<file path="config.mk">
export PLATFORM = sky130hd
export DESIGN_NAME = kbd_cursor_ctrl
export DESIGN_NICKNAME = d
export VERILOG_FILES = /design/src/rtl/kbd_pkg.sv /design/src/rtl/kbd_cursor_ctrl_cursor_pos.sv /design/src/rtl/kbd_cursor_ctrl.sv
export SDC_FILE = /design/constraint.sdc
export NUM_CORES = 1
export LEC_CHECK = 0
export ABC_AREA = 1
export ABC_CLOCK_PERIOD_IN_PS = 5900
export BUFFER_PORTS_ARGS = -buffer_cell sky130_fd_sc_hd__buf_2
export CAP_MARGIN = 30
export CORE_ASPECT_RATIO = 1.1
export CORE_MARGIN = 5
export CORE_UTILIZATION = 55
export CTS_CLUSTER_DIAMETER = 200
export DETAILED_ROUTE_END_ITERATION = 7
export GPL_ROUTABILITY_DRIVEN = 1
export GPL_TIMING_DRIVEN = 1
export PLACE_DENSITY = 0.72
export REMOVE_ABC_BUFFERS = 1
export SLEW_MARGIN = 20
export SYNTH_ARGS = -nofsm -noshare
export SYNTH_HDL_FRONTEND = slang
export SYNTH_SLANG_ARGS = --single-unit
export TNS_END_PERCENT = 100
</file>
<file path="constraint.sdc">
create_clock -name clk -period 5.9 [get_ports clk]
set_clock_uncertainty 0.05 [all_clocks]
set_input_delay 0.295 -clock clk [delete_from_list [all_inputs] [get_ports clk]]
set_output_delay 0.295 -clock clk [all_outputs]
set_load 0.01 [all_outputs]
</file>
<file path="src/rtl/kbd_pkg.sv">
// Shared scan-code constants and encodings for the keyboard-to-cursor front end.
package kbd_pkg;

    localparam logic [7:0] SC_BREAK  = 8'hF0;
    localparam logic [7:0] SC_EXT    = 8'hE0;
    localparam logic [7:0] SC_LSHIFT = 8'h12;
    localparam logic [7:0] SC_RSHIFT = 8'h59;
    localparam logic [7:0] SC_CAPS   = 8'h58;
    localparam logic [7:0] SC_ENTER  = 8'h5A;
    localparam logic [7:0] SC_BKSP   = 8'h66;
    localparam logic [7:0] SC_SPACE  = 8'h29;
    localparam logic [7:0] SC_LEFT   = 8'h6B;
    localparam logic [7:0] SC_RIGHT  = 8'h74;
    localparam logic [7:0] SC_UP     = 8'h75;
    localparam logic [7:0] SC_DOWN   = 8'h72;

    typedef enum logic [1:0] {
        ST_IDLE,
        ST_DECODE,
        ST_ISSUE,
        ST_HOLD
    } state_t;

    typedef enum logic [2:0] {
        OP_NONE,
        OP_INC,
        OP_DEC,
        OP_ROW,
        OP_UP,
        OP_DOWN
    } cur_op_t;

endpackage

</file>
<file path="src/rtl/kbd_cursor_ctrl_cursor_pos.sv">
// Text cursor register: linear cell address plus a column shadow so
// row-relative moves need no divider.
module cursor_pos
    import kbd_pkg::*;
#(
    parameter int COLS = 70,
    parameter int ROWS = 30
) (
    input  logic        clk,
    input  logic        clrn,
    input  cur_op_t     op,
    output logic [11:0] count
);

    localparam logic [11:0] LAST     = 12'(COLS * ROWS - 1);
    localparam logic [11:0] LAST_ROW = 12'(COLS * ROWS - COLS);
    localparam logic [11:0] COLS_W   = 12'(COLS);
    localparam logic [11:0] COL_MAX  = 12'(COLS - 1);

    logic [11:0] col;
    logic [11:0] count_n;
    logic [11:0] col_n;
    logic [11:0] row_base;

    always_comb begin
        row_base = count - col;
        count_n  = count;
        col_n    = col;
        case (op)
            OP_INC: begin
                if (count == LAST) begin
                    count_n = '0;
                    col_n   = '0;
                end else begin
                    count_n = count + 12'd1;
                    col_n   = (col == COL_MAX) ? 12'd0 : col + 12'd1;
                end
            end
            OP_DEC: begin
                if (count != '0) begin
                    count_n = count - 12'd1;
                    col_n   = (col == '0) ? COL_MAX : col - 12'd1;
                end
            end
            OP_ROW: begin
                col_n   = '0;
                count_n = (row_base == LAST_ROW) ? 12'd0 : row_base + COLS_W;
            end
            OP_UP: begin
                if (count >= COLS_W)
                    count_n = count - COLS_W;
            end
            OP_DOWN: begin
                if (count < LAST_ROW)
                    count_n = count + COLS_W;
            end
            default: ;
        endcase
    end

    always_ff @(posedge clk) begin
        if (!clrn) begin
            count <= '0;
            col   <= '0;
        end else begin
            count <= count_n;
            col   <= col_n;
        end
    end

endmodule

</file>
<file path="src/rtl/kbd_cursor_ctrl.sv">
// PS/2 scan-code consumer: tracks modifiers and cursor, issues one
// held write request per printable make code.
module kbd_cursor_ctrl
    import kbd_pkg::*;
#(
    parameter int COLS = 70,
    parameter int ROWS = 30,
    parameter int HOLD = 3
) (
    input  logic        clk,
    input  logic        clrn,
    input  logic        ready,
    input  logic [7:0]  ps2_data,
    output logic        nextdata_n,
    output logic        wr_en,
    output logic [7:0]  scan_code,
    output logic        up,
    output logic [11:0] count,
    output logic        caps_led
);

    state_t      state, state_n;
    cur_op_t     op;
    logic [7:0]  byte_r;
    logic        brk, brk_n;
    logic        ext, ext_n;
    logic        shift_held, shift_n;
    logic        caps, caps_n;
    logic        caps_held, caps_held_n;
    logic        bksp_r, bksp_n;
    logic        do_wr;
    logic [7:0]  wr_code;
    logic [7:0]  hcnt;
    logic        is_shift;

    cursor_pos #(.COLS(COLS), .ROWS(ROWS)) u_pos (
        .clk   (clk),
        .clrn  (clrn),
        .op    (op),
        .count (count)
    );

    assign is_shift   = (byte_r == SC_LSHIFT) || (byte_r == SC_RSHIFT);
    assign wr_en      = (state == ST_ISSUE);
    assign nextdata_n = (state != ST_DECODE);
    assign caps_led   = caps;

    always_comb begin
        state_n     = state;
        op          = OP_NONE;
        brk_n       = brk;
        ext_n       = ext;
        shift_n     = shift_held;
        caps_n      = caps;
        caps_held_n = caps_held;
        bksp_n      = bksp_r;
        do_wr       = 1'b0;
        wr_code     = byte_r;
        case (state)
            ST_IDLE: begin
                if (ready)
                    state_n = ST_DECODE;
            end
            ST_DECODE: begin
                if (byte_r == SC_BREAK) begin
                    brk_n = 1'b1;
                end else if (byte_r == SC_EXT) begin
                    ext_n = 1'b1;
                end else if (brk) begin
                    if (is_shift)
                        shift_n = 1'b0;
                    else if (byte_r == SC_CAPS)
                        caps_held_n = 1'b0;
                    brk_n = 1'b0;
                    ext_n = 1'b0;
                end else if (ext) begin
                    case (byte_r)
                        SC_LEFT:  op = OP_DEC;
                        SC_RIGHT: op = OP_INC;
                        SC_UP:    op = OP_UP;
                        SC_DOWN:  op = OP_DOWN;
                        default:  ;
                    endcase
                    ext_n = 1'b0;
                end else if (is_shift) begin
                    shift_n = 1'b1;
                end else if (byte_r == SC_CAPS) begin
                    // typematic repeats arrive while held; only the first toggles
                    if (!caps_held)
                        caps_n = !caps;
                    caps_held_n = 1'b1;
                end else if (byte_r == SC_ENTER) begin
                    op = OP_ROW;
                end else if (byte_r == SC_BKSP) begin
                    if (count != '0) begin
                        op      = OP_DEC;
                        do_wr   = 1'b1;
                        wr_code = SC_SPACE;
                        bksp_n  = 1'b1;
                    end
                end else begin
                    do_wr  = 1'b1;
                    bksp_n = 1'b0;
                end
                state_n = do_wr ? ST_ISSUE : ST_IDLE;
            end
            ST_ISSUE: begin
                state_n = ST_HOLD;
            end
            ST_HOLD: begin
                if (hcnt == '0) begin
                    state_n = ST_IDLE;
                    if (!bksp_r)
                        op = OP_INC;
                end
            end
            default: state_n = ST_IDLE;
        endcase
    end

    always_ff @(posedge clk) begin
        if (!clrn) begin
            state      <= ST_IDLE;
            byte_r     <= '0;
            brk        <= 1'b0;
            ext        <= 1'b0;
            shift_held <= 1'b0;
            caps       <= 1'b0;
            caps_held  <= 1'b0;
            bksp_r     <= 1'b0;
            scan_code  <= '0;
            up         <= 1'b0;
            hcnt       <= '0;
        end else begin
            state      <= state_n;
            brk        <= brk_n;
            ext        <= ext_n;
            shift_held <= shift_n;
            caps       <= caps_n;
            caps_held  <= caps_held_n;
            bksp_r     <= bksp_n;
            if (state == ST_IDLE && ready)
                byte_r <= ps2_data;
            if (do_wr) begin
                scan_code <= wr_code;
                up        <= shift_n ^ caps_n;
            end
            if (state == ST_ISSUE)
                hcnt <= 8'(HOLD - 1);
            else if (state == ST_HOLD)
                hcnt <= hcnt - 8'd1;
        end
    end

endmodule

</file>
==> results of run 1 <==
## cells in the mapped netlist, types with 2 or more instances
master    count  area (sq um)
a32oi_1       2          17.5
nand3_2       2          20.0
buf_6         5          56.3
nand3_1      64           320
inv_1       106           398
xor2_1       45           394
nor2_2        3          18.8
nand2_4       4          45.0
nor4_1        2          12.5
inv_2        15          56.3
a22oi_1       2          15.0
o21ai_1      21           105
xnor2_1       2          17.5
a21oi_2       3          26.3
nor2_1      105           394
o22ai_1       3          18.8
buf_2         4          20.0
o21a_1        2          15.0
nand3b_1      3          22.5
o21ai_0      52           260
nand2_1     187           702
nand4_1      25           156
nand2_2       7          43.8
nor3_4        2          32.5
nor2_4        4          45.0
a211oi_1      2          15.0
a21oi_1      60           300
a31oi_1       6          37.5
clkbuf_1      4          15.0
buf_4         4          30.0
ha_1         23           288
nor3_1       24           120
dfxtp_1      57          1140
## metrics by stage
step	setup slack, ns	area [sq um]	std cells	power (W)
after floorplan	3.42	5200	849	0.000825
after global placement	3.16	5520	1000	0.000936
after detailed placement	3.05	5520	1001	0.000947
after CTS	3.04	5720	1016	0.00133
after global routing	2.65	5720	1016	0.00143
final	3.01	5720	1016	0.00133
## logic make-up after synthesis
| group | after synthesis | synth area share |
|---|---|---|
| compound gates | 160 | 0.163 |
| flops | 57 | 0.214 |
| buf+inv | 142 | 0.112 |
| xor+xnor | 47 | 0.0773 |
| fa+ha+maj | 24 | 0.0578 |
| simple gates | 437 | 0.376 |
## sequential cells by signal (all words and copies together), names as in the netlist, named ones only
register / cells
caps_held: 1
scan_code: 8
u_pos.col: 12
brk: 1
hcnt: 8
up: 1
caps_led: 1
ext: 1
shift_held: 1
u_pos.count: 12
byte_r: 8
state: 1
bksp_r: 1
## tightest hold or removal path: cells and delay by family
kind	cells	cell delay, ns
and+or+nand+nor	2	0.11
buffers and inverters	1	0.07
## where the power goes
| group | switching (W) | total, W | internal (W) |
|---|---|---|---|
| combinational | 0.000337 | 0.000500 | 0.000162 |
| clock | 0.000162 | 0.000378 | 0.000216 |
| sequential | 0.0000372 | 0.000449 | 0.000412 |
| total | 0.000536 | 0.00133 | 0.000791 |
## routing by layer
metal,global-route usage,up-vias,routed length [um]
li1,-,2904,-
met1,0.319,2716,6460
met3,0.0411,38,956
met5,0,-,0
met2,0.449,206,7280
met4,0.126,0,566
## how the worst max path moves through the flow
stage / to / cells after the start / from
after floorplan: u_pos.count[11] / 19 / u_pos.count[0]
after global placement: u_pos.count[9] / 19 / u_pos.count[0]
after detailed placement: u_pos.count[6] / 19 / u_pos.count[0]
after CTS: u_pos.count[6] / 19 / u_pos.count[0]
after global routing: u_pos.count[11] / 19 / u_pos.count[0]
final: u_pos.count[6] / 19 / u_pos.count[0]
## area by class of cell
class,count,area [sq um],share of cell area
Timing Repair Buffer,35,175,0.0306
Inverter,124,469,0.0820
Clock buffer,13,159,0.0278
Clock inverter,2,37.5,0.00656
Sequential cell,57,1140,0.200
Tap cell,117,146,0.0256
Multi-Input combinational cell,668,3590,0.628
## placed cells by master (no fill, tap or decap), types with 2 or more instances in the layout
cell and n:
nand2_1 187, inv_1 106, nor2_1 105, nand3_1 64, a21oi_1 60, dfxtp_1 57, o21ai_0 52, xor2_1 45
buf_2 35, nand4_1 25, nor3_1 24, ha_1 23, o21ai_1 21, inv_2 15, clkbuf_8 11, nand2_2 7
a31oi_1 6, nor2_4 4, nand2_4 4, nor2_2 3, a21oi_2 3, nand3b_1 3, o22ai_1 3, nand3_2 2
nor3_4 2, o21a_1 2, a22oi_1 2, nor4_1 2, xnor2_1 2, a211oi_1 2, a32oi_1 2, clkbuf_1 2
==> impl_metrics.ini, run 1 <==
[timing]
slew_viol_final = 0
finalCritPeriodShare = 0.489
setup_viol = 0
period_minus_slack_ns = 2.89
tns_ns = 0
worst_slew_pin_slew_ns = 0.624
finalHoldViolations = 0
slew_headroom = 0.584
hold_slack_ns = 0.110
rsz0062_at_grt = no
fmax_mhz = 346

[detailed_routing]
firstDrtPassIters = 5
wl_per_cell_um = 15.0
drc_errors = 0
vias = 5864
detail-route-antenna-nets = 0
viasPerCell = 5.77
drt_first_iter_violations = 482
finalWirelength_mm = 15.3

[synth]
synth.distinct_cells = 50
synth-edff-count = 0
ys_async_sr_fraction = 0
ys_seq_elements = 57
ys.flop_type = dfxtp_1
syn_inst = 867
avgSynthCellArea_sq_um = 6.14
yosysSeqAreaShare = 0.214
yosys_warnings = 0
syn_area_sq_um = 5330

[grt]
grt_antenna_before_repair = 0
grt_start_max_net_pins = 36
grt_pass1_vias = 5558
grt_pass1_wl_mm = 25.7
grt_overflow_total = 0
grt_usage = 0.262

[die]
ioPinCount = 35
die_h_um = 113
num_rows = 37
die_x_um = 104
core_area_sq_um = 9400
initial_core_util = 0.567
dieArea_sq_um = 11800

[setup_path]
cpMaxStageDelayCell = dfxtp_1
path_cells = inv_1, ha_1, inv_1, fa_1, nand2_1, nand2_1, nand3_1, nand2_1, nand2_1, nand2_1, nand3_1, nor2_1, nand4_1, nand2_1, inv_1, nand2_1, nand2_1, nor2_1, nor2_1
crit_buf_inv = 3
r2r-end = u_pos.count[6]
r2r-start = u_pos.count[0]
slowest_delay_ns = 0.51
crit_type = flip-flop to flip-flop
start_kind = flip-flop
crit_required_ns = 6.10
crit_path_end_kind = flip-flop
worst_path_most_repeated_cell = nand2_1
rrSetupSlack_ns = 3.01
critPathTopFamily = simple AND/OR/NAND/NOR gates
path_max_fanout = 9
r2r_cells = 19
worst_ep_arrival_time_ns = 3.09

[cts]
cts.repair.resized = 0
cts_buffer_depth = 2
cts_root_buf = clkbuf_8
cts.sinks = 57
cts_tree = done
cts_made_buffers = 9
htreeDepth = 3
postCtsSetupBuffers = 0
clk_latency_ns = 0.36
clkTransAtPathRegs_ns = 0.07
hold_buffers = 0

[cells_and_area]
area_growth_pct = 7.38
n_fill_cell = 969
fin_nets = 930
layout-drive-gt1-share = 0.106
utilization = 0.609
antenna_cells = 0

[placed_design]
port_buffers = 34
place_congestion = 0.973
dpl.hpwl_mm = 11.8

[hold_path]
hold_depth = 3
hp-class = input port to flip-flop
min_to = byte_r[6]
min_from = ps2_data[6]

[pwr]
power_density_nw_per_um2 = 232
p_leak_nw = 2.80
ir_drop_v = 0.000153

[run_status]
status = finished clean

[flow_run]
max-cap-violations = 0
No activity file was read; power rests on OpenSTA's default activity.
==> run 2: changes to the inputs <==
- ABC_CLOCK_PERIOD_IN_PS: 5900 -> 2800
- clock period: 5.9 -> 2.8 ns (I/O delays scaled with it)
==> impl_metrics.ini, run 2 (same netlist as run 1, synthesis figures left out) <==
[run_status]
status = finished clean

[detailed_routing]
detail-route-antenna-nets = 0
viasPerCell = 5.65
drt_first_iter_violations = 452
finalWirelength_mm = 15.5
firstDrtPassIters = 5
wl_per_cell_um = 14.9
drc_errors = 0
vias = 5866

[pwr]
p_leak_nw = 2.91
power_density_nw_per_um2 = 479
ir_drop_v = 0.000357

[hold_path]
hp-class = input port to flip-flop
hold_depth = 3
min_from = ready
min_to = state[0]

[cts]
postCtsSetupBuffers = 0
cts_root_buf = clkbuf_8
cts_tree = done
clkTransAtPathRegs_ns = 0.07
cts_buffer_depth = 2
clk_latency_ns = 0.35
htreeDepth = 3
cts.sinks = 57
cts_made_buffers = 9

[die]
die_x_um = 104
die_h_um = 113
dieArea_sq_um = 11800
core_area_sq_um = 9400
initial_core_util = 0.567
ioPinCount = 35
num_rows = 37

[grt]
grt_pass1_vias = 5610
grt_usage = 0.264
grt_antenna_before_repair = 0
grt_start_max_net_pins = 36
grt_pass1_wl_mm = 26.1
grt_overflow_total = 0

[setup_path]
crit_required_ns = 3.00
r2r-end = u_pos.count[11]
crit_path_end_kind = flip-flop
worst_path_most_repeated_cell = inv_1
worst_ep_arrival_time_ns = 2.82
start_kind = flip-flop
rrSetupSlack_ns = 0.18
path_cells = inv_1, ha_1, inv_1, fa_2, inv_1, ha_1, inv_1, nand3_1, nor2_2, nand2_1, nand2_1, nand3_2, nor2_1, nand2_1, nand3_1, nand3_1, nand2_1, inv_1
r2r-start = u_pos.count[0]
r2r_cells = 18
critPathTopFamily = adder cells
slowest_delay_ns = 0.56
cpMaxStageDelayCell = fa_2
crit_buf_inv = 5
path_max_fanout = 4
crit_type = flip-flop to flip-flop

[cells_and_area]
layout-drive-gt1-share = 0.142
final_common_cell = nand2_1
fin_nets = 952
n_fill_cell = 944
layout_common_cells = 185 x nand2_1, 106 x inv_1, 101 x nor2_1, 63 x nand3_1, 59 x a21oi_1
antenna_cells = 0
top_regs = u_pos.col x12, u_pos.count x12
utilization = 0.630
area_growth_pct = 11.2

[flow_run]
max-cap-violations = 0

[timing]
finalCritPeriodShare = 0.936
slew_viol_final = 0
period_minus_slack_ns = 2.62
finalHoldViolations = 0
fmax_mhz = 382
setup_viol = 0
rsz0062_at_grt = yes
slew_headroom = 0.674
worst_slew_pin_slew_ns = 0.485
setup_slack_ns = 0.179

[placed_design]
dpl_worst_slack_ns = 0.187
dpl.hpwl_mm = 12.0
port_buffers = 34
place_congestion = 0.956
==> run 2: worst min-delay path, cell delays in order <==
cell and delay, ns:
buf_2 0.09, nand2_1 0.07, a21oi_1 0.06
==> run 2: through the flow <==
| step | hold WS (ns) | cells | TNS (ns) | total power, W | area [sq um] |
|---|---|---|---|---|---|
| global route | 0.00936 | 1039 | -0.0454 | 0.00307 | 5920 |
| CTS | 0.0196 | 1039 | 0 | 0.00282 | 5890 |
| detailed placement | 0.320 | 1022 | 0 | 0.00203 | 5680 |
| finish | 0.0203 | 1039 | 0 | 0.00284 | 5920 |
| floorplan | 0.201 | 849 | 0 | 0.00174 | 5200 |
| global placement | 0.313 | 1022 | 0 | 0.00201 | 5680 |
==> run 2: area by class of cell <==
type	count	area, sq um	share of cell area
Multi-Input combinational cell	668	3620	0.611
Sequential cell	57	1140	0.193
Inverter	124	469	0.0792
Timing Repair Buffer	57	345	0.0583
Tap cell	117	146	0.0247
Clock buffer	11	141	0.0239
Clock inverter	5	55.1	0.00929
==> run 2: worst max-delay path by stage <==
stage | slack (ns) | startpoint | cells after the start | endpoint
finish | 0.18 | u_pos.count[0] | 18 | u_pos.count[11]
global route | -0.02 | u_pos.count[0] | 17 | u_pos.count[4]
CTS | 0.16 | u_pos.col[0] | 17 | u_pos.count[11]
detailed placement | 0.19 | u_pos.col[0] | 18 | u_pos.count[11]
global placement | 0.29 | u_pos.col[0] | 18 | u_pos.count[11]
floorplan | 0.32 | u_pos.count[0] | 19 | u_pos.count[11]
==> run 2: where the power goes <==
group | total, W | switching [W] | internal (W)
clock network | 0.000786 | 0.000354 | 0.000432
registers | 0.000931 | 0.0000620 | 0.000869
logic | 0.00112 | 0.000749 | 0.000375
total | 0.00284 | 0.00117 | 0.00168
==> run 2: metal layers <==
metal  track usage  up-vias  part of all wire
li1              -     2941                 -
met1         0.328     2689              0.43
met2         0.462      197              0.49
met3        0.0411       39             0.054
met5             0        -                 0
met4        0.0959        0             0.026
==> run 2: timing repair <==
| action | 4_1_cts | 5_1_grt |
|---|---|---|
| hold buffers | 1 | 0 |
| setup endpoints to repair | 0 | 6 |
| resized for setup | 0 | 15 |
| endpoints found under the hold margin | 1 | 0 |
==> run 3: changes to the inputs <==
- ABC_AREA: 1 -> default
==> impl_metrics.ini, run 3 <==
[synth]
synthMostInstantiatedCell = nor2_1
synth.distinct_cells = 85
synthTopCellsByArea = dfxtp_1 21%, nor2_1 5.8%, ha_1 5.4%, a21oi_1 4.3%, nand2_1 4.1%
syn_inst = 728
yosysSeqAreaShare = 0.213
yosys.area.top_type = dfxtp_1
synth_top_area_share = 0.213
synth-edff-count = 0
avgSynthCellArea_sq_um = 7.35
yosys_warnings = 0
synth.top_cells.by_count = 82 x nor2_1, 59 x nand2_1, 57 x dfxtp_1, 46 x a21oi_1, 34 x o21ai_0
ys_seq_elements = 57
syn_area_sq_um = 5350
ys.flop_type = dfxtp_1
ys_async_sr_fraction = 0

[timing]
tns_ns = -1.67
hold_slack_ns = 0.0322
rsz0062_at_grt = yes
worst_slew_pin_slew_ns = 0.808
slew_headroom = 0.456
finalHoldViolations = 0
setup_viol = 17
setup_slack_ns = -0.271
slew_viol_final = 0
finalCritPeriodShare = 1.10
fmax_mhz = 326
period_minus_slack_ns = 3.07

[setup_path]
path_cells = inv_2, ha_4, buf_4, buf_4, nor2b_1, o221a_2, o31ai_4, a2111oi_0, o32a_1, and4b_1, o21ai_1, buf_4, a311oi_2
worst_path_most_repeated_cell = buf_4
crit_required_ns = 3.03
cpMaxStageDelayCell = a2111oi_0
critPathTopFamily = compound AO/OA/AOI/OAI gates
worst_ep_arrival_time_ns = 3.30
crit_type = flip-flop to flip-flop
slowest_delay_ns = 0.67
crit_buf_inv = 4
crit_path_end_kind = flip-flop
start_kind = flip-flop
path_max_fanout = 4

[placed_design]
place_area_sq_um = 6610
place_congestion = 1.01
port_buffers = 34
dpl.hpwl_mm = 15.1

[grt]
grt_pass1_vias = 6577
grt_usage = 0.343
grt_pass1_wl_mm = 33.1
grt_overflow_total = 0
grt_antenna_before_repair = 1
grt_start_max_net_pins = 32

[die]
die_x_um = 104
core_area_sq_um = 9440
initial_core_util = 0.566
ioPinCount = 35
die_h_um = 113
num_rows = 37
dieArea_sq_um = 11800

[detailed_routing]
detail-route-antenna-nets = 0
firstDrtPassIters = 8
finalWirelength_mm = 22.6
drc_errors = 0
vias = 7073
wl_per_cell_um = 21.7
drt_first_iter_violations = 825
viasPerCell = 6.80

[cells_and_area]
fin_area_sq_um = 7690
layout-drive-gt1-share = 0.375
fin_nets = 952
utilization = 0.815
final_common_cell = buf_4
layout_common_cells = 169 x buf_4, 80 x nor2_1, 55 x nand2_1, 54 x dfxtp_1, 35 x a21oi_1
multi_input_area_sq_um = 4420
n_fill_cell = 606
seq_area_sq_um = 1140
area_growth_pct = 43.9
top_regs = u_pos.col x12, u_pos.count x12

[cts]
cts_buffer_depth = 2
cts_made_buffers = 9
htreeDepth = 3
clkTransAtPathRegs_ns = 0.08
cts_tree = done
cts.sinks = 57
clk_latency_ns = 0.37
cts_root_buf = clkbuf_8

[pwr]
power_density_nw_per_um2 = 300
p_leak_nw = 3.17
ir_drop_v = 0.000224

[flow_run]
max-cap-violations = 0

[run_status]
status = finished with violations
violations = negative setup slack

[hold_path]
hp-class = input port to flip-flop
-- run 3: changes by cell type after synthesis, sizes merged, moves of 14 or more --
cell and delta:
or3 +14, nor2 -29, clkbuf +23, a21oi -16, nor4 +15, nand3 -41, o21ai -34, xor2 -34
nand2 -138, inv -91, mux2i +17, a31oi +14
-- run 3: where the power goes --
group	switching [W]	internal (W)
logic	0.000346	0.000276
clock network	0.000406	0.000416
registers	0.0000243	0.000839
-- run 3: path summary, 6_finish.rpt --
kind                   from               to  slack (ns)  depth (start not counted)
max          u_pos.count[0]  u_pos.count[11]       -0.27                         13
max reg2reg  u_pos.count[0]  u_pos.count[11]       -0.27                         13
min reg2reg    scan_code[4]     scan_code[4]        0.41                          2
min             ps2_data[4]        byte_r[4]        0.03                          3
-- run 3: cell families after synthesis --
logic type | Yosys count | share of synthesized area
AOI/OAI and AO/OA | 222 | 0.287
and+or+nand+nor | 305 | 0.304
adders and majority gates | 24 | 0.0576
DFF | 57 | 0.213
muxes | 17 | 0.0318
buffers and inverters | 77 | 0.0643
xor gates and xnor gates | 26 | 0.0426
-- run 3: final cells by class --
| cell class | instances | share of cell area |
|---|---|---|
| Multi-Input combinational cell | 594 | 0.574 |
| Timing Repair Buffer | 222 | 0.215 |
| Sequential cell | 57 | 0.149 |
| Tap cell | 117 | 0.0190 |
| Clock buffer | 9 | 0.0161 |
| Inverter | 33 | 0.0161 |
| Clock inverter | 7 | 0.0102 |
| Antenna cell | 1 | 0.000325 |
-- run 3: stage by stage --
step	power (W)	worst slack [ns]	cells
floorplan	0.00116	-0.547	684
global placement	0.00137	-0.385	990
detailed placement	0.00139	-0.451	990
CTS	0.00223	-0.172	1022
global route	0.00240	-0.536	1040
finish	0.00231	-0.271	1040
-- run 3: metal layers --
metal / global-route usage / share of wire
met4: 0.218 / 0.075
met2: 0.582 / 0.47
met3: 0.0611 / 0.090
met5: 0 / 0
met1: 0.399 / 0.36
-- run 3: worst register-to-register path: cells and delay by family, from the launching register on --
| kind | cells | cell delay [ns] |
|---|---|---|
| compound gates | 6 | 1.64 |
| flops | 1 | 0.33 |
| fa+ha+maj | 1 | 0.15 |
| buf+inv | 4 | 0.43 |
| simple gates | 2 | 0.38 |
-- run 3: repair_timing --
action / 4_1_cts / 5_1_grt
hold buffers: 5 / 0
gates cloned: 0 / 1
setup endpoints to repair: 20 / 35
pin swaps: 32 / 43
setup buffers: 11 / 17
gates resized for setup: 62 / 82
endpoints found under the hold margin: 5 / 0
